==> src/rtl/counter_serial_rx_pkg.sv <==
// Shared types and sizes for the counter serial link receiver.
package cnt_ser_pkg;

    localparam int ADDR_W = 3;
    localparam int NCH    = 8;

    typedef enum logic [2:0] {
        IDLE  = 3'd0,
        LOAD  = 3'd1,
        SHIFT = 3'd2,
        DONE  = 3'd3,
        WAIT  = 3'd4
    } state_t;

endpackage

==> src/rtl/counter_serial_rx_sync_ff.sv <==
// N-stage input synchroniser; STAGES=0 is a plain wire for inputs already on clk.
module sync_ff #(
    parameter int W      = 1,
    parameter int STAGES = 2
) (
    input  logic         clk,
    input  logic         reset,
    input  logic [W-1:0] d,
    output logic [W-1:0] q
);

    generate
        if (STAGES == 0) begin : g_pass
            assign q = d;
        end else begin : g_sync
            logic [W-1:0] pipe [STAGES];

            always_ff @(posedge clk) begin
                if (reset) begin
                    for (int i = 0; i < STAGES; i++) pipe[i] <= '0;
                end else begin
                    pipe[0] <= d;
                    for (int i = 1; i < STAGES; i++) pipe[i] <= pipe[i-1];
                end
            end

            assign q = pipe[STAGES-1];
        end
    endgenerate

endmodule

==> src/rtl/counter_serial_rx.sv <==
// Receive end of the multichannel counter serial link: deserialises framed words
// into a per-channel register file and keeps sticky overflow status.
module counter_serial_rx
    import cnt_ser_pkg::*;
#(
    parameter int WIDTH       = 16,
    parameter int SYNC_STAGES = 2
) (
    input  logic              clk,
    input  logic              reset,
    input  logic              serial_in,
    input  logic              sl_in,
    input  logic [ADDR_W-1:0] addr_in,
    input  logic              ovf_ch_in,
    input  logic              ovf_glb_in,
    input  logic              ovf_rtc_in,
    input  logic              clr_status,
    input  logic [ADDR_W-1:0] rd_addr,
    output logic [WIDTH-1:0]  rd_data,
    output logic              rd_ovf,
    output logic              rd_valid,
    output logic              word_valid,
    output logic [ADDR_W-1:0] word_addr,
    output logic [WIDTH-1:0]  word_data,
    output logic              frame_err,
    output logic              ovf_glb_st,
    output logic              ovf_rtc_st,
    output state_t            state_dbg
);

    localparam int CNT_W = $clog2(WIDTH + 1);
    localparam logic [CNT_W-1:0] CNT_LAST = CNT_W'(WIDTH - 1);

    logic              s_ser, s_sl, s_ovf_ch, s_glb, s_rtc;
    logic [ADDR_W-1:0] s_addr;

    sync_ff #(.W(1),      .STAGES(SYNC_STAGES)) u_sync_ser (.clk(clk), .reset(reset), .d(serial_in),  .q(s_ser));
    sync_ff #(.W(1),      .STAGES(SYNC_STAGES)) u_sync_sl  (.clk(clk), .reset(reset), .d(sl_in),      .q(s_sl));
    sync_ff #(.W(ADDR_W), .STAGES(SYNC_STAGES)) u_sync_adr (.clk(clk), .reset(reset), .d(addr_in),    .q(s_addr));
    sync_ff #(.W(1),      .STAGES(SYNC_STAGES)) u_sync_och (.clk(clk), .reset(reset), .d(ovf_ch_in),  .q(s_ovf_ch));
    sync_ff #(.W(1),      .STAGES(SYNC_STAGES)) u_sync_glb (.clk(clk), .reset(reset), .d(ovf_glb_in), .q(s_glb));
    sync_ff #(.W(1),      .STAGES(SYNC_STAGES)) u_sync_rtc (.clk(clk), .reset(reset), .d(ovf_rtc_in), .q(s_rtc));

    state_t            state_q, state_d;
    logic [CNT_W-1:0]  bitcnt_q;
    logic [WIDTH-1:0]  shreg_q;
    logic [ADDR_W-1:0] addr_q;
    logic              ovf_ch_q;
    logic              frame_err_q;
    logic              glb_st_q, rtc_st_q;
    logic [WIDTH:0]    regfile_q [NCH];
    logic [NCH-1:0]    valid_q;

    // Concatenate then drop the top bit so WIDTH=1 needs no special-case slice.
    logic [WIDTH:0]    shift_cat;
    logic [WIDTH-1:0]  shreg_nxt;
    assign shift_cat = {shreg_q, s_ser};
    assign shreg_nxt = shift_cat[WIDTH-1:0];

    always_ff @(posedge clk) begin
        if (reset) state_q <= IDLE;
        else       state_q <= state_d;
    end

    always_comb begin
        state_d = state_q;
        case (state_q)
            IDLE:    if (s_sl) state_d = LOAD;
            LOAD:    if (!s_sl) state_d = (WIDTH == 1) ? DONE : SHIFT;
            SHIFT: begin
                if (s_sl)                       state_d = LOAD;
                else if (bitcnt_q == CNT_LAST)  state_d = DONE;
            end
            DONE:    state_d = s_sl ? LOAD : WAIT;
            WAIT:    if (s_sl) state_d = LOAD;
            default: state_d = IDLE;
        endcase
    end

    always_comb begin
        word_valid = (state_q == DONE);
        word_addr  = word_valid ? addr_q  : '0;
        word_data  = word_valid ? shreg_q : '0;
        frame_err  = frame_err_q;
        ovf_glb_st = glb_st_q;
        ovf_rtc_st = rtc_st_q;
        state_dbg  = state_q;
    end

    always_ff @(posedge clk) begin
        if (reset) begin
            bitcnt_q    <= '0;
            shreg_q     <= '0;
            addr_q      <= '0;
            ovf_ch_q    <= 1'b0;
            frame_err_q <= 1'b0;
            glb_st_q    <= 1'b0;
            rtc_st_q    <= 1'b0;
            valid_q     <= '0;
            for (int i = 0; i < NCH; i++) regfile_q[i] <= '0;
        end else begin
            if (s_sl) addr_q <= s_addr;
            frame_err_q <= (state_q == SHIFT) && s_sl;
            // Set beats a coincident clear.
            glb_st_q <= s_glb | (glb_st_q & ~clr_status);
            rtc_st_q <= s_rtc | (rtc_st_q & ~clr_status);
            case (state_q)
                LOAD: if (!s_sl) begin
                    shreg_q  <= shreg_nxt;
                    bitcnt_q <= CNT_W'(1);
                    ovf_ch_q <= s_ovf_ch;
                end
                SHIFT: if (!s_sl) begin
                    shreg_q  <= shreg_nxt;
                    bitcnt_q <= bitcnt_q + CNT_W'(1);
                    if (bitcnt_q == CNT_LAST) ovf_ch_q <= s_ovf_ch;
                end
                DONE: begin
                    regfile_q[addr_q] <= {ovf_ch_q, shreg_q};
                    valid_q[addr_q]   <= 1'b1;
                end
                default: ;
            endcase
        end
    end

    assign rd_data  = regfile_q[rd_addr][WIDTH-1:0];
    assign rd_ovf   = regfile_q[rd_addr][WIDTH];
    assign rd_valid = valid_q[rd_addr];

endmodule

==> config.mk <==
export PLATFORM = sky130hd
export DESIGN_NAME = counter_serial_rx
export DESIGN_NICKNAME = d
export VERILOG_FILES = /design/src/rtl/counter_serial_rx_pkg.sv /design/src/rtl/counter_serial_rx_sync_ff.sv /design/src/rtl/counter_serial_rx.sv
export SDC_FILE = /design/constraint.sdc
export NUM_CORES = 1
export LEC_CHECK = 0
export ABC_AREA = 0
export BUFFER_PORTS_ARGS = -buffer_cell sky130_fd_sc_hd__buf_2
export CELL_PAD_IN_SITES_DETAIL_PLACEMENT = 1
export CELL_PAD_IN_SITES_GLOBAL_PLACEMENT = 2
export CORE_ASPECT_RATIO = 1.4
export CORE_UTILIZATION = 43
export CTS_CLUSTER_DIAMETER = 120
export DETAILED_ROUTE_END_ITERATION = 16
export HOLD_SLACK_MARGIN = 0.05
export PLACE_DENSITY_LB_ADDON = 0.05
export SYNTH_ARGS = -nofsm -noshare
export SYNTH_HDL_FRONTEND = slang
export SYNTH_SLANG_ARGS = --single-unit
export TNS_END_PERCENT = 50
==> constraint.sdc <==
create_clock -name clk -period 2.4 [get_ports clk]
set_clock_uncertainty 0.1 [all_clocks]
set_input_delay 0 -clock clk [delete_from_list [all_inputs] [get_ports clk]]
set_output_delay 0 -clock clk [all_outputs]
set_load 0.01 [all_outputs]
==> out/metrics.csv <==
stage;metric;value;unit
power_and_ir_drop;Net Sw Frac;0.2227;
placement;GP Congestion;0.7360;
finish;area grow syn2layout;13.18;%
die;Core Area;19770;µm²
sta;Slew HR;0.1813;
sta;Tmin final;2180;ps
power_and_ir_drop;clock power share;0.424;
yosys;Most used DFF post-synth;edfxtp_1;
yosys;Post-synth EDFFs;136;
finish;fin cells;925;
global_routing;GRT overflow;0;
setup_path;Arr. time, crit path;2080;ps
setup_path;critical path class;reg -> out;
clock_network;CTS tree;built;
clock_network;Clock Path Buffers;2;
hold_path;hold path cells;3;
placement;hpwl dp;12.71;mm
finish;final net count;676;
yosys;post-synthesis async set-or-reset flop share;0;
sta;final worst slack;220.3;ps
power_and_ir_drop;internal cell power;5.456;mW
die;Die H;169.7;µm
yosys;Syn Nets;631;
drt;antenna-violating nets left;0;
power_and_ir_drop;Net Sw Power;1.563;mW
sta;final worst path period share;0.9082;
sta;Final Setup Violations;0;
drt;DR pass1 iterations;4;
die;I/O pin count;58;
sta;RSZ-0062 raised after global routing;false;
yosys;mean area per synthesized cell;14.05;µm²
power_and_ir_drop;Seq pwr share;0.520;
placement;pre-CTS setup slack;364.0;ps
global_routing;met3 Use GR;0.02352;
yosys;Post-Synthesis Cell Area;8641;µm²
power_and_ir_drop;Leakage;3.862;nW
global_routing;vias in the first global route;5376;
sta;Setup TNS;0;ps
sta;Slew Viols, Final;0;
sta;worst-margin pin slew;1219;ps
power_and_ir_drop;Total Power;7.019;mW
setup_path;worst-case reg-to-reg path depth;4;
global_routing;GR peak layer;met2;
sta;Peak Freq;458.8;MHz
drt;DRC;0;
setup_path;crit start category;flop;
clock_network;CTS root buffer;clkbuf_16;
global_routing;GR Util All Layers;0.2063;
drt;initial DRC count;282;
die;Initial Utilization;0.4371;
placement;number of port buffers;57;
finish;share of cells above drive strength 1;0.2051;
setup_path;crit-path max FO;19;
finish;Fill cells;1972;
setup_path;Critical Path RT;2300;ps
die;Die Footprint;20670;µm²
finish;number of antenna diodes;0;
setup_path;CP endpoint kind;output port;
clock_network;Inserted Clock Buffers;17;
global_routing;largest net degree at the start of global routing;42;
yosys;post-synthesis cell type count;45;
hold_path;worst hold path class;in -> reg;
power_and_ir_drop;combinational power share;0.056;
drt;DR vias;4995;
yosys;Yosys reg bits;191;
clock_network;later-pin clock latency in the skew report;430;ps
drt;Via density;5.400;
finish;Util after Layout;0.4947;
drt;Routed WL;19.99;mm
global_routing;met1 usage;0.2375;
global_routing;antenna violations before repair;0;
die;die width;121.8;µm
clock_network;htree depth;4;
global_routing;first-pass GRT wire length;31.00;mm
yosys;sequential-to-total area share from yosys stat;0.6001;
die;row cnt;61;
run_status;outcome;finished, final reports clean;
yosys;Mapped Cells;615;
clock_network;clock-pin slew on the worst setup and hold paths;80;ps
job;Max-Cap Viols;0;
global_routing;grt met2 use;0.3888;
placement;# placed instances;883;
yosys;Synth warnings;0;
power_and_ir_drop;Worst IR Drop VDD;361.5;µV
clock_network;clock sinks;191;
drt;Routed WL per cell;21.61;µm
sta;final hold vios;0;
power_and_ir_drop;PD cells;717.8;nW/µm²
==> path summary, 6_finish.rpt <==
path,start,end,slack [ps]
hold / removal,addr_in[1],u_sync_adr.g_sync.pipe[0][1],210
hold reg to reg,u_sync_glb.g_sync.pipe[0][0],u_sync_glb.g_sync.pipe[0][1],340
setup reg to reg,state_dbg[1],shreg_q[9],290
setup / recovery,state_dbg[0],word_data[12],220
==> per-stage QoR <==
stage | hold WS (ps) | instance area, µm²
floorplan | 28.18 | 8641
global placement | 110.7 | 9059
detailed placement | 117.7 | 9059
CTS | 203.9 | 9779
global route | 204.0 | 9779
finish | 212.0 | 9779
==> critical path, stage by stage, from the launching register on <==
cell and delay (ps):
dfxtp_1 440, buf_4 250, and3b_1 610, and2_1 220
buf_2 130
==> synth_stat cells (2+ instances only) <==
library cell  count  area, µm²
a21o_1            8      60.06
a21oi_1          25      125.1
a31oi_1           2      12.51
and2_1          154      963.4
and3_1            3      18.77
and3b_1           2      17.52
and4_1            2      17.52
buf_2             8      40.04
buf_4             6      45.04
buf_6             9      101.4
clkbuf_1         26      97.59
clkbuf_2          5      25.02
dfxtp_1          55       1101
edfxtp_1        136       4084
ha_1              2      25.02
inv_1             5      18.77
mux2_2           18      202.7
mux2i_1           3      30.03
mux4_1           36      945.9
nand2_1           5      18.77
nand3_1          18      90.09
nand4_1           2      12.51
nor2_1            9      33.78
nor2b_1          19      118.9
nor3_1            4      20.02
nor3_4            2      32.53
nor4_4            2      42.54
nor4b_1           2      17.52
o21ai_0          23      115.1
or2_2             9      56.30
==> per-layer routing <==
metal | wire, µm | part of all wire
met5 | 0 | 0
met2 | 11210 | 0.56
met4 | 224 | 0.011
met3 | 397 | 0.020
met1 | 8156 | 0.41
==> logic make-up after synthesis <==
| logic type | count (synthesis) | share of synthesized area |
|---|---|---|
| compound gates | 62 | 0.03982 |
| xor+xnor | 2 | 0.004200 |
| fa+ha+maj | 2 | 0.002896 |
| buf+inv | 61 | 0.03881 |
| flops | 191 | 0.6001 |
| mux | 57 | 0.1364 |
| simple gates | 240 | 0.1778 |
==> final cells by class <==
cell class | instances | area [µm²] | area share
inverter | 6 | 22.52 | 0.002303
sequential | 191 | 5185 | 0.5302
clock buffer | 17 | 425.4 | 0.04350
multi-input combinational | 363 | 3120 | 0.3191
tap | 252 | 315.3 | 0.03224
timing repair buffer | 81 | 515.5 | 0.05271
clock inverter | 15 | 195.2 | 0.01996
==> repair_timing <==
action / in CTS / in global routing
setup buffers: 0 / 0
hold buffers: 10 / 0
resized for setup: 0 / 0
hold endpoints to repair: 16 / 0
==> registers in the layout (all words and copies together) (netlist names) <==
register / flops
addr_q: 3
ovf_glb_st: 1
u_sync_och.g_sync.pipe: 2
u_sync_sl.g_sync.pipe: 2
u_sync_rtc.g_sync.pipe: 2
regfile_q: 136
u_sync_glb.g_sync.pipe: 2
shreg_q: 16
u_sync_ser.g_sync.pipe: 2
u_sync_adr.g_sync.pipe: 6
ovf_rtc_st: 1
ovf_ch_q: 1
frame_err: 1
valid_q: 8
state_dbg: 3
bitcnt_q: 5
==> power groups by stage <==
stage,Clock [mW],Sequential [mW],Combinational (mW)
2_1_floorplan,0,3.70,0.270
4_1_cts,3.02,3.65,0.404
3_5_place_dp,0,3.72,0.390
6_report,2.98,3.65,0.394
5_1_grt,3.16,3.66,0.426
3_3_place_gp,0,3.71,0.383
==> cells in the final DEF, fill, tap and decap left out, types with 3 or more instances in the layout <==
master	netlist	layout
mux2_2	18	18
nand3_1	18	18
nor2b_1	19	19
and2_1	154	154
a21oi_1	25	25
inv_6	0	6
nand2_1	5	5
mux4_1	36	36
dlygate4sd3_1	0	10
edfxtp_1	136	136
dfxtp_1	55	55
a21o_1	8	8
and3_1	3	3
bufinv_16	0	3
o21ai_0	23	23
clkbuf_16	0	17
mux2i_1	3	3
nor2_1	9	9
inv_1	5	5
buf_2	8	57
nor3_1	4	4
or2_2	9	9
buf_4	6	12
(Power assumes the default switching activity.)
